**src/rtl/aes_round_tail.sv**
```systemverilog
// aes_round_tail: ShiftRows -> MixColumns (skipped on the final round) -> AddRoundKey.
// Two-stage registered pipeline with valid/ready flow control at one block per cycle.
// Stage 1 holds the mixed state, the round key and the tag. Stage 2 is the output register.
module aes_round_tail #(
    parameter int ROUND_W = 4
) (
    input  logic               clk,
    input  logic               rst_n,
    input  logic               in_valid,
    output logic               in_ready,
    input  logic [127:0]       in_state,
    input  logic [127:0]       in_key,
    input  logic               in_last,
    input  logic [ROUND_W-1:0] in_round,
    output logic               out_valid,
    input  logic               out_ready,
    output logic [127:0]       out_state,
    output logic [ROUND_W-1:0] out_round
);

    // GF(2^8) multiply by 2, using the AES reduction polynomial.
    function automatic logic [7:0] xtime(input logic [7:0] x);
        return {x[6:0], 1'b0} ^ (x[7] ? 8'h1b : 8'h00);
    endfunction

    // Mix a single column. a0 is the top byte, held in bits [31:24].
    function automatic logic [31:0] mix_column(input logic [31:0] col);
        logic [7:0] a0, a1, a2, a3;
        a0 = col[31:24];
        a1 = col[23:16];
        a2 = col[15:8];
        a3 = col[7:0];
        return {xtime(a0) ^ (xtime(a1) ^ a1) ^ a2 ^ a3,
                a0 ^ xtime(a1) ^ (xtime(a2) ^ a2) ^ a3,
                a0 ^ a1 ^ xtime(a2) ^ (xtime(a3) ^ a3),
                (xtime(a0) ^ a0) ^ a1 ^ a2 ^ xtime(a3)};
    endfunction

    // Byte k sits at [127-8k -: 8] and maps to row k%4, column k/4.
    // Each row r is rotated left by r columns.
    function automatic logic [127:0] shift_rows(input logic [127:0] s);
        logic [127:0] r;
        r = '0;
        for (int c = 0; c < 4; c++) begin
            for (int row = 0; row < 4; row++) begin
                r[127 - 8*(4*c + row) -: 8] = s[127 - 8*(4*((c + row) % 4) + row) -: 8];
            end
        end
        return r;
    endfunction

    // A column is four consecutive bytes, so it is one 32-bit slice of the state.
    function automatic logic [127:0] mix_columns(input logic [127:0] s);
        logic [127:0] r;
        r = '0;
        for (int c = 0; c < 4; c++) begin
            r[127 - 32*c -: 32] = mix_column(s[127 - 32*c -: 32]);
        end
        return r;
    endfunction

    logic               s1_valid_q, s1_valid_d;
    logic               s2_valid_q, s2_valid_d;
    logic [127:0]       sm_q, sm_d;
    logic [127:0]       key_q, key_d;
    logic [ROUND_W-1:0] round1_q, round1_d;
    logic [127:0]       out_state_q, out_state_d;
    logic [ROUND_W-1:0] out_round_q, out_round_d;

    logic         s2_adv;
    logic         in_xfer;
    logic [127:0] sr_state;

    // Handshake decode. in_ready depends combinationally on out_ready, so there is no skid buffer.
    always_comb begin
        s2_adv   = s1_valid_q & (~s2_valid_q | out_ready);
        in_ready = ~s1_valid_q | s2_adv;
        in_xfer  = in_valid & in_ready;
        sr_state = shift_rows(in_state);
    end

    // Next-state logic for both stages. Data registers load only on their own transfer.
    // NOTE: every signal gets a default at the top of the block, so no latch is inferred on any path.
    always_comb begin
        s1_valid_d  = s1_valid_q;
        s2_valid_d  = s2_valid_q;
        sm_d        = sm_q;
        key_d       = key_q;
        round1_d    = round1_q;
        out_state_d = out_state_q;
        out_round_d = out_round_q;

        if (in_xfer) begin
            s1_valid_d = 1'b1;
            sm_d       = in_last ? sr_state : mix_columns(sr_state);
            key_d      = in_key;
            round1_d   = in_round;
        end else if (s2_adv) begin
            s1_valid_d = 1'b0;
        end

        if (s2_adv) begin
            s2_valid_d  = 1'b1;
            out_state_d = sm_q ^ key_q;
            out_round_d = round1_q;
        end else if (out_ready) begin
            s2_valid_d = 1'b0;
        end
    end

    // State registers with synchronous active-low reset. In-flight blocks are discarded on reset.
    // NOTE: sequential state uses non-blocking assignments, so every register samples its pre-edge value.
    // NOTE: the data registers are also cleared, so out_state reads as zero right after reset.
    always_ff @(posedge clk) begin
        if (!rst_n) begin
            s1_valid_q  <= 1'b0;
            s2_valid_q  <= 1'b0;
            sm_q        <= '0;
            key_q       <= '0;
            round1_q    <= '0;
            out_state_q <= '0;
            out_round_q <= '0;
        end else begin
            s1_valid_q  <= s1_valid_d;
            s2_valid_q  <= s2_valid_d;
            sm_q        <= sm_d;
            key_q       <= key_d;
            round1_q    <= round1_d;
            out_state_q <= out_state_d;
            out_round_q <= out_round_d;
        end
    end

    assign out_valid = s2_valid_q;
    assign out_state = out_state_q;
    assign out_round = out_round_q;

endmodule

```
**config.mk**
```make
export PLATFORM = sky130hd
export DESIGN_NAME = aes_round_tail
export DESIGN_NICKNAME = d
export VERILOG_FILES = /design/src/rtl/aes_round_tail.sv
export SDC_FILE = /design/constraint.sdc
export NUM_CORES = 1
export LEC_CHECK = 0
export CAP_MARGIN = 5
export CORE_UTILIZATION = 57
export DETAILED_ROUTE_END_ITERATION = 10
export PLACE_DENSITY = 0.94
export SLEW_MARGIN = 20
export SYNTH_ARGS = -nofsm -noshare
export SYNTH_HDL_FRONTEND = slang
export SYNTH_SLANG_ARGS = --single-unit
```
**constraint.sdc**
```tcl
create_clock -name clk -period 3.3 [get_ports clk]
set_input_delay 0.66 -clock clk [delete_from_list [all_inputs] [get_ports clk]]
set_output_delay 0.66 -clock clk [all_outputs]
set_load 0.05 [all_outputs]
```
# [Yosys cells after proc, flatten, opt, wreduce, memory -nomap -nowiden]
# Cells that the tools add are included.
# W data, S select, Z words.
[totals] regBits=394 in_bits=265 out_inout_bits=134 wordCells=117
[op_classes] n_mux=21 n_bitwise=87 n_reduce_logical=2
[op_table] operator="$xor A8 B8 Y8" count=64
[op_table] operator="$mux W128" count=1
[op_table] operator="$xor A128 B128 Y128" count=1
[op_table] operator="$xor A8 B5 Y8" count=16
[op_table] operator="$mux W5" count=16
[op_table] operator="$mux W1" count=4
[op_table] operator="$reduce_bool A2 Y1" count=2
[op_table] operator="$and A1 B1 Y1" count=2
[op_table] operator="$not A1 Y1" count=2
[op_table] operator="$or A1 B1 Y1" count=2

# [Logic depth before layout (Yosys ltp)]
[depth] depth_word=7 ltp_mapped=7 mapped_depth_nobuf=4

# [Least setup slack after synthesis]
# No wires, ideal clock.
[synth_timing] path_kind="input -> output" from="in out_ready" to="out in_ready" t_arrival_ns=1.440 t_required_ns=2.640 setup_slack_ns=1.200 path_stages=2 n_path_buf=1 cell_sequence="nand3b_1 -> clkbuf_1"
[synth_between] elab_chain_cells=3
[synth_lines] element="start: declaration" line_no="16" source="input logic out_ready,"
[synth_lines] element="$or A1 B1 Y1" line_no="76" source="s2_adv = s1_valid_q & (~s2_valid_q | out_ready);"
[synth_lines] element="$and A1 B1 Y1" line_no="76"
[synth_lines] element="$or A1 B1 Y1" line_no="77" source="in_ready = ~s1_valid_q | s2_adv;"
[synth_lines] element="end: declaration" line_no="10" source="output logic in_ready,"
# Every way passes these cells.

# [Worst setup path after layout]
# Same ends and word-level chain as after synthesis.

==> flow_summary_export.csv <==
group,metric,value,unit
run_status,status,"finished clean",
clocking,clk_latency,0.57,ns
synth,synth.mux.area_fraction,0.0209,
cells_and_area,multi_input_area,11900,um^2
sta,hold_violations,0,
global_routing,grt_antenna_before_repair,5,
placed_design,place_area,24700,um^2
clocking,clk_path_buf_depth,3,
sta,tns,0,ns
worst_hold_path,min_path_cells,2,
worst_setup_path,required,2.64,ns
detailed_routing,drc,0,
placed_design,hpwl,40300,um
clocking,root_buffer,"clkbuf_16",
clocking,path_clk_slew,0.06,ns
synth,synth_seq_cells,394,
global_routing,grt_max_degree,158,
detailed_routing,vias,17300,
die,die_y,192,um
clocking,cts_tree,"built",
die,core_region_area,35600,um^2
placed_design,io_buffers,398,
placed_design,gp_congestion,0.922,
die,pin_count,399,
pwr,powerDensity,528,nW/um^2
global_routing,grt_pass1_wl,92000,um
worst_setup_path,startpoint_type,"input pin",
die,die-area,36900,um^2
clocking,cts_setup_buffers,0,
cells_and_area,nNetsFinal,2721,
sta,fmax,394,MHz
sta,max_slew_margin,0.519,
detailed_routing,totalWireLength,59700,um
worst_setup_path,path_cells,"clkdlybuf4s50_1, nand3b_1, buf_4, buf_12",
worst_setup_path,critical_path.max_fanout,8,
pwr,leakage,10.9,nW
worst_setup_path,critPathTopFamily,"buffers and inverters",
worst_setup_path,cpMaxStageDelayCell,"clkdlybuf4s50_1",
clocking,cts.sinks,394,
synth,synthAdderAreaFrac,0,
synth,synth_edf_count,0,
global_routing,track_usage,0.316,
worst_setup_path,end_kind,"primary output",
job,cap_violations,0,
synth,synthCells,2184,
worst_setup_path,crit_buf_inv,3,
cells_and_area,area_delta_synth_final,26.8,%
sta,worstMarginPinSlew,0.721,ns
detailed_routing,wl_met3,4560,um
synth,ys.flop_type,"dfxtp_1",
sta,rsz0062_at_grt,"no",
detailed_routing,detail-route-antenna-nets,0,
detailed_routing,via_per_inst,5.86,
synth,syn_nets,2449,
worst_setup_path,critPathMaxStageDelay,0.41,ns
synth,synth_compound_area_frac,0.173,
worst_setup_path,reg2reg_depth,6,
synth,synth_top_family_by_area,"XOR/XNOR gates",
detailed_routing,drt_iter0_markers,1330,
cells_and_area,fillers,2321,
detailed_routing,first_pass_iters,5,
detailed_routing,post_drt_wl_per_cell,20.2,um
worst_setup_path,critPathKind,"in -> out",
worst_hold_path,min_path_type,"reg -> reg",
clocking,cts-resized-gates,0,
die,initial_utilization,0.579,
synth,synth_cell_types,41,
cells_and_area,design_area,26100,um^2
synth,synth_area_per_cell,9.44,um^2
synth,ys_warn_count,0,
die,placementRows,69,
die,die_width,192,um
clocking,cts_made_buffers,42,
global_routing,grt_pass1_vias,17200,
synth,yosys.area_share.simple,0.117,
synth,post_synth_xor_area_fraction,0.264,
sta,min_period_over_period,0.770,
cells_and_area,layout-drive-gt1-share,0.0463,
sta,setup_viol,0,
clocking,cts_max_level,2,
sta,min_period,2.54,ns
synth,postSynth.asyncResetShare,0,
detailed_routing,met2_length,28800,um
detailed_routing,topRoutingLayerUsed,"met5",
sta,clock_skew,0.0130,ns
sta,finalMaxSlewViolations,0,
detailed_routing,wl_met1,23700,um
global_routing,grt-ovfl-total,0,
worst_setup_path,worst_ep_arrival_time,1.88,ns
synth,synth_seq_area_share,0.383,
pwr,ir_drop,0.000445,V
cells_and_area,seqCellArea,7890,um^2
clocking,holdBufCountCts,0,
worst_setup_path,path_depth,4,
synth,synthesis.area,20600,um^2
-- state kept, by name, indices dropped and copies added, names as in the netlist --
signal	flops
s1_valid_q	1
sm_q	128
out_valid	1
out_state	128
round1_q	4
out_round	4
key_q	128
-- tightest hold or removal path, delay by kind of cell (launching register included) --
| kind | cells | cell delay [ns] |
|---|---|---|
| AO/OA/AOI/OAI | 1 | 0.06 |
| flip-flops | 1 | 0.31 |
| AND/OR/NAND/NOR | 1 | 0.05 |
-- final cells by class --
type / count / area share
inverters: 13 / 0.00187
diodes: 5 / 0.000479
repair buffers: 421 / 0.165
flip-flops and latches: 394 / 0.302
well taps: 461 / 0.0221
clock inverters: 13 / 0.00680
clock buffers: 61 / 0.0484
multi-input cells: 1584 / 0.454
-- cells by family (layout without fill, tap and decap cells) --
logic type,count (synthesis),in the layout
simple gates,563,563
xor+xnor,513,513
compound gates,465,465
flops,394,394
buf+inv,206,508
mux,43,43
other cells,0,5
-- worst paths after layout --
| path | end | slack (ns) | from |
|---|---|---|---|
| setup / recovery | in_ready | 0.76 | out_ready |
| hold / removal | key_q[82] | 0.48 | key_q[82] |
| setup reg to reg | key_q[23] | 1.09 | s1_valid_q |
| hold reg to reg | key_q[82] | 0.48 | key_q[82] |
-- cell usage in the layout, fill, tap and decap left out, types with 57 or more instances in the layout --
cell type / netlist / routed
o211a_1: 130 / 130
dfxtp_1: 394 / 394
o21ai_0: 57 / 57
o211ai_1: 64 / 64
xor2_1: 79 / 79
nand3_1: 66 / 66
a21boi_0: 138 / 138
clkdlybuf4s50_1: 0 / 395
xnor2_1: 361 / 361
nand4_1: 73 / 73
nand2_1: 412 / 411
-- report_power, final --
part           internal [mW]  switching [mW]  total [mW]
clock network           2.97            1.99        4.97
logic                   1.63            1.78        3.41
registers               5.14           0.297        5.43
total                   9.74            4.06        13.8
-- Yosys cell counts (9+ instances only) --
master,number,area share
a21boi_0,138,0.050
inv_1,13,0.0024
nand3_1,66,0.016
o211a_1,130,0.063
xnor2_1,361,0.15
xor3_1,20,0.023
xnor3_1,36,0.039
nand4_1,73,0.022
o211ai_1,64,0.023
xor2_1,79,0.034
clkbuf_1,99,0.018
dfxtp_1,394,0.38
nand2_1,412,0.075
xor2_2,9,0.0071
buf_2,73,0.018
a21oi_1,50,0.012
mux2i_1,43,0.021
buf_1,16,0.0029
o21ai_0,57,0.014
-- routing by layer --
| layer | vias to the layer above | track usage |
|---|---|---|
| met2 | 764 | 0.528 |
| met1 | 8359 | 0.384 |
| li1 | 7980 | - |
| met3 | 183 | 0.0700 |
| met4 | 4 | 0.151 |
| met5 | - | 0 |
-- per-stage QoR --
stage           util  power (mW)  setup slack (ns)  cells  hold WS (ns)
2_1_floorplan      -        7.79              1.20   2184         0.441
3_3_place_gp   0.694        8.77             0.474   2873         0.452
3_5_place_dp   0.694        8.87             0.380   2873         0.463
4_1_cts        0.734        13.8             0.742   2947         0.478
5_1_grt        0.735        14.3             0.682   2950         0.498
6_report       0.735        13.8             0.759   2952         0.477
(Power assumes the default switching activity.)
